===== src/rtl/tri_pkg.sv =====
// rtl/tri_pkg.sv - screen limits, setup FSM states and edge-coefficient types
package tri_pkg;

  localparam int SCREEN_W = 1280;
  localparam int SCREEN_H = 720;

  typedef enum logic [2:0] {
    IDLE,
    E0,
    E1,
    E2,
    AREA,
    OUT
  } state_t;

  typedef logic signed [16:0] edge_ab_t;
  typedef logic signed [32:0] edge_c_t;
  typedef logic signed [33:0] area_t;

endpackage


===== src/rtl/minmax3.sv =====
// rtl/minmax3.sv - combinational min and max of three signed 16-bit values
module minmax3 (
  input  logic signed [15:0] a,
  input  logic signed [15:0] b,
  input  logic signed [15:0] c,
  output logic signed [15:0] min_v,
  output logic signed [15:0] max_v
);

  logic signed [15:0] ab_min, ab_max;

  always_comb begin
    ab_min = (a < b) ? a : b;
    ab_max = (a < b) ? b : a;
    min_v  = (c < ab_min) ? c : ab_min;
    max_v  = (c > ab_max) ? c : ab_max;
  end

endmodule


===== src/rtl/tri_setup.sv =====
// rtl/tri_setup.sv - triangle setup: edge coefficients, area, clamped bounding box
// Macro BACKFACE_CULL_EN additionally drops clockwise (negative-area) triangles.
module tri_setup
  import tri_pkg::*;
(
  input  logic               clk_in,
  input  logic               rst_in,
  input  logic [3:0][31:0]   v1,
  input  logic [3:0][31:0]   v2,
  input  logic [3:0][31:0]   v3,
  input  logic               valid_in,
  output logic               ready_out,
  input  logic               obj_done_in,
  output logic               valid_out,
  input  logic               ready_in,
  output logic [10:0]        bb_xmin,
  output logic [10:0]        bb_xmax,
  output logic [10:0]        bb_ymin,
  output logic [10:0]        bb_ymax,
  output logic [2:0][16:0]   ea,
  output logic [2:0][16:0]   eb,
  output logic [2:0][32:0]   ec,
  output logic signed [33:0] area,
  output logic [2:0][31:0]   z_out,
  output logic               obj_done_out
);

  state_t state, state_nxt;
  logic [2:0][15:0] px_r, py_r;
  logic obj_done_r, bb_empty_r, bb_empty_nxt;
  logic accept, drop;
  logic [1:0] ia, ib;
  logic signed [15:0] pxa, pya, pxb, pyb;
  logic signed [31:0] prod_ab, prod_ba;
  edge_ab_t ea_nxt, eb_nxt;
  edge_c_t ec_nxt;
  logic signed [15:0] x_lo, x_hi, y_lo, y_hi;
  logic signed [16:0] xmin_c, xmax_c, ymin_c, ymax_c;
  area_t area_sum;
  logic unused_bits;

  // Only the integer pixel part of x/y and the z word are consumed.
  assign unused_bits = ^{v1[0], v2[0], v3[0], v1[3][15:0], v1[2][15:0],
                         v2[3][15:0], v2[2][15:0], v3[3][15:0], v3[2][15:0]};

  assign accept    = valid_in && ready_out;
  assign ready_out = (state == IDLE);
  assign valid_out = (state == OUT);

  minmax3 u_mm_x (.a(px_r[0]), .b(px_r[1]), .c(px_r[2]), .min_v(x_lo), .max_v(x_hi));
  minmax3 u_mm_y (.a(py_r[0]), .b(py_r[1]), .c(py_r[2]), .min_v(y_lo), .max_v(y_hi));

  always_comb begin
    ia = 2'd0;
    ib = 2'd1;
    case (state)
      E1: begin ia = 2'd1; ib = 2'd2; end
      E2: begin ia = 2'd2; ib = 2'd0; end
      default: ;
    endcase
    pxa = px_r[ia];
    pya = py_r[ia];
    pxb = px_r[ib];
    pyb = py_r[ib];
    // One multiplier pair shared by the three edge states.
    prod_ab = 32'(pxa) * 32'(pyb);
    prod_ba = 32'(pxb) * 32'(pya);
    ea_nxt  = edge_ab_t'(pya) - edge_ab_t'(pyb);
    eb_nxt  = edge_ab_t'(pxb) - edge_ab_t'(pxa);
    ec_nxt  = edge_c_t'(prod_ab) - edge_c_t'(prod_ba);

    // Clamp at full width so far-offscreen boxes still compare correctly.
    xmin_c = x_lo[15] ? 17'sd0 : 17'(x_lo);
    ymin_c = y_lo[15] ? 17'sd0 : 17'(y_lo);
    xmax_c = (17'(x_hi) > 17'(SCREEN_W - 1)) ? 17'(SCREEN_W - 1) : 17'(x_hi);
    ymax_c = (17'(y_hi) > 17'(SCREEN_H - 1)) ? 17'(SCREEN_H - 1) : 17'(y_hi);
    bb_empty_nxt = (xmin_c > xmax_c) || (ymin_c > ymax_c);

    area_sum = area_t'($signed(ec[0])) + area_t'($signed(ec[1])) + area_t'($signed(ec[2]));
    drop = (area_sum == '0) || bb_empty_r;
`ifdef BACKFACE_CULL_EN
    drop = drop || area_sum[33];
`else
    drop = drop || 1'b0;
`endif
  end

  always_comb begin
    state_nxt = state;
    case (state)
      IDLE:    if (accept) state_nxt = E0;
      E0:      state_nxt = E1;
      E1:      state_nxt = E2;
      E2:      state_nxt = AREA;
      AREA:    state_nxt = drop ? IDLE : OUT;
      OUT:     if (ready_in) state_nxt = IDLE;
      default: state_nxt = IDLE;
    endcase
  end

  always_ff @(posedge clk_in or negedge rst_in) begin
    if (!rst_in) begin
      state        <= IDLE;
      px_r         <= '0;
      py_r         <= '0;
      obj_done_r   <= 1'b0;
      bb_empty_r   <= 1'b0;
      bb_xmin      <= '0;
      bb_xmax      <= '0;
      bb_ymin      <= '0;
      bb_ymax      <= '0;
      ea           <= '0;
      eb           <= '0;
      ec           <= '0;
      area         <= '0;
      z_out        <= '0;
      obj_done_out <= 1'b0;
    end else begin
      state        <= state_nxt;
      obj_done_out <= 1'b0;
      case (state)
        IDLE: begin
          if (accept) begin
            px_r       <= {v3[3][31:16], v2[3][31:16], v1[3][31:16]};
            py_r       <= {v3[2][31:16], v2[2][31:16], v1[2][31:16]};
            z_out      <= {v3[1], v2[1], v1[1]};
            obj_done_r <= obj_done_in;
          end
        end
        E0, E1, E2: begin
          ea[ia] <= ea_nxt;
          eb[ia] <= eb_nxt;
          ec[ia] <= ec_nxt;
          if (state == E0) begin
            bb_xmin    <= xmin_c[10:0];
            bb_xmax    <= xmax_c[10:0];
            bb_ymin    <= ymin_c[10:0];
            bb_ymax    <= ymax_c[10:0];
            bb_empty_r <= bb_empty_nxt;
          end
        end
        AREA:    area <= area_sum;
        default: ;
      endcase
      if (state != IDLE && state_nxt == IDLE) obj_done_out <= obj_done_r;
    end
  end

endmodule

===== config.mk =====
export PLATFORM = sky130hd
export DESIGN_NAME = tri_setup
export DESIGN_NICKNAME = d
export VERILOG_FILES = /design/src/rtl/tri_pkg.sv /design/src/rtl/minmax3.sv /design/src/rtl/tri_setup.sv
export SDC_FILE = /design/constraint.sdc
export NUM_CORES = 2
export LEC_CHECK = 0
export ABC_AREA = 1
export CORE_AREA = 2 2 300 302
export DETAILED_ROUTE_END_ITERATION = 6
export DIE_AREA = 0 0 302 304
export PLACE_DENSITY = 0.84
export SYNTH_ARGS = -nofsm -noshare
export SYNTH_HDL_FRONTEND = slang
export SYNTH_SLANG_ARGS = --single-unit

===== constraint.sdc =====
create_clock -name clk_in -period 18 [get_ports clk_in]
set_clock_uncertainty 0.2 [all_clocks]
set_input_delay 3.6 -clock clk_in [delete_from_list [all_inputs] [get_ports clk_in]]
set_output_delay 3.6 -clock clk_in [all_outputs]
set_load 0.05 [all_outputs]

==> results.md <==
- Max stage delay on crit path: about 0.70 ns
- RSZ-0062 raised after global routing: false
- Synth cell count leaders: nand2_1, inv_1, fa_1
- Grt total ovfl: 0
- Starting Density: between 50% and 60%
- Row count: 110
- Syn Nets: 6,691
- Post-synth ARST share: 100.0%
- #FFs+latches synth: between 400 and 500
- Startpoint types: register
- Crit Path Class: reg2reg
- Vias after detailed routing: slightly above 40,000
- Synth top area share: a little over a quarter
- Number of synthesized flops with an enable pin: 0
- H-tree levels: 2
- R2r worst-path depth: 29
- GPL Wtd Cong: between 1 and 1.5
- Most frequent cell after synthesis: nand2_1
- CP Max Fanout: 66
- Core ar.: 89,050 sq um
- Tmin final: 10.45 ns
- DP HPWL: 138.8 mm
- Synth area leader: fa_1
- Post-Syn Area: about 47,000 sq um
- Post-synth cell types: 57
- Least-Margin Pin Slew: between 1 and 1.5 ns
- Slowest cell on crit path: buf_4
- Antenna violations before repair: 11
- Post-Route WL: between 150 and 200 mm
- Nets: between 7,000 and 8,000
- Input/output buffers: 574
- CTS root buf: clkbuf_16
- Setup ws final: 7.546 ns
- Crit. End Element: register
- All-Layer GR Usage: 37.37%
- Clock sinks: roughly 480
- Die Ht: approximately 300 um
- Area grow syn2layout: 18.48%
- Largest net degree at the start of global routing: 139
- Slew Limit Fails: 0
- # Max-Cap Violations: 0
- Final Cycle Share: 58.08%
- Status: finished, violations left
- Clock buffer depth: 3
- Hold Path Stages: 2
- TritonCTS buffer count: 53
- Endpoints failing hold: 0
- CTS Hold Buffers Added: 0
- Vias per cell: 5.793
- DRT Pass-1 Iters: 7
- Die ar.: just over 90,000 sq um
- Worst-path clk slew: approximately 0.06 ns
- Crit-path most repeated cell: fa_1
- Fill cells: about 7,300
- DRT antenna net count: 0
- # IOs: between 700 and 800
- WL per Instance: between 20 and 25 um
- Number of global-route vias before repair: roughly 41,000
- Main synth FF type: dfrtp_1
- First-pass GRT wire length: around 250 mm
- Share of cells above drive strength 1: under 10%
- Worst skew pair latency: 0.64 ns
- WP data required: roughly 18 ns
- Die Wd: between 300 and 400 um
- Fmax: 95.65 MHz
- Hold Path Class: reg2reg
- Yosys warns: 0
- # setup viols final: 0
- CTS tree: built
- Setup Buffers After CTS: 0
- Synth Instances: 5,330
- DRC Markers: 7
- Synth top area cells: fa_1, dfrtp_1, ha_1, nand2_1, inv_1
- Total negative setup slack: 0 ns
- Sequential share of the synthesized area: around a quarter
- Cts repair resizes: 0
- Iter 0 DRT Violations: 3,966
- Worst EP arrival: around 11 ns
- Dpl ws: between 7 and 8 ns
- Failing checks: DRC
- Slew headroom: ~15%
- Syn Area/Cell: 8.787 sq um
==> state kept, by name (all words and copies together) (netlist names), 3 cells and up <==
signal / flops
ea: 51
state: 3
px_r: 48
bb_ymax: 11
eb: 51
bb_xmin: 11
py_r: 48
bb_ymin: 11
ec: 99
z_out: 96
area: 34
bb_xmax: 11
==> metrics by stage <==
step / instances / cell area, sq um / hold slack [ns] / utilization (%)
2_1_floorplan: 5330 / 46830 / 0.2602 / -
3_3_place_gp: 6922 / 53580 / 0.2570 / 60.17
3_5_place_dp: 6922 / 53580 / 0.2627 / 60.17
4_1_cts: 7021 / 55460 / 0.2775 / 62.29
5_1_grt: 7029 / 55480 / 0.2975 / 62.31
6_report: 7030 / 55490 / 0.2770 / 62.31
==> critical path: cells and delay by family, from the launching register on <==
family / cells / cell delay [ns]
adders and majority gates: 9 / 4.97
AOI/OAI and AO/OA: 3 / 0.67
and+or+nand+nor: 6 / 1.07
xor gates and xnor gates: 1 / 0.44
DFF: 1 / 0.46
buffers and inverters: 10 / 2.50
==> routing by layer <==
| layer | GRT usage (%) | vias to the layer above | wire length [um] |
|---|---|---|---|
| met5 | 0 | - | 23 |
| met4 | 33.17 | 4 | 19240 |
| met3 | 8.510 | 655 | 16380 |
| met2 | 56.88 | 2379 | 74550 |
| met1 | 44.36 | 20050 | 59850 |
| li1 | - | 17640 | - |
==> cell families after synthesis <==
family	synth area share, %
flip-flops	25.49
buffers and inverters	8.875
multiplexers	2.789
AO/OA/AOI/OAI	9.759
AND/OR/NAND/NOR	15.31
adder cells (fa/ha/maj)	35.99
XOR/XNOR	1.795
==> layout make-up <==
cell class / instances / area (sq um) / area share [%]
inverters: 887 / 3342 / 6.023
clock inverters: 26 / 330.3 / 0.5953
well taps: 1176 / 1471 / 2.652
clock buffers: 73 / 1551 / 2.796
diodes: 9 / 22.52 / 0.04059
multi-input cells: 3766 / 30770 / 55.45
repair buffers: 616 / 6066 / 10.93
flip-flops and latches: 477 / 11940 / 21.51
==> worst paths after layout <==
check	from	end	slack, ns
hold reg to reg	eb[2]	eb[2]	0.28
max in group asynchronous	rst_in	area[31]	12.32
hold / removal	eb[2]	eb[2]	0.28
min in group asynchronous	rst_in	eb[17]	2.90
setup / recovery	state[2]	ec[65]	7.55
setup reg to reg	state[2]	ec[65]	7.55
==> placed cells by master (no fill, tap or decap), types with 21 or more instances in the layout <==
cell,instances
clkdlybuf4s50_1,573
o21ai_1,30
buf_4,42
o21a_1,49
nand2_1,1111
a21oi_1,244
mux2_2,116
o21ai_0,304
a31oi_1,21
nand3_1,141
dfrtp_1,477
fa_1,625
xnor2_1,48
ha_1,347
nand4_1,23
a22oi_1,44
clkbuf_16,53
inv_1,872
xor2_1,48
nor2_1,427
Power is left out: the tool's default activity adds up to more than one toggle a clock period on the data nets, which glitch-free logic cannot reach.
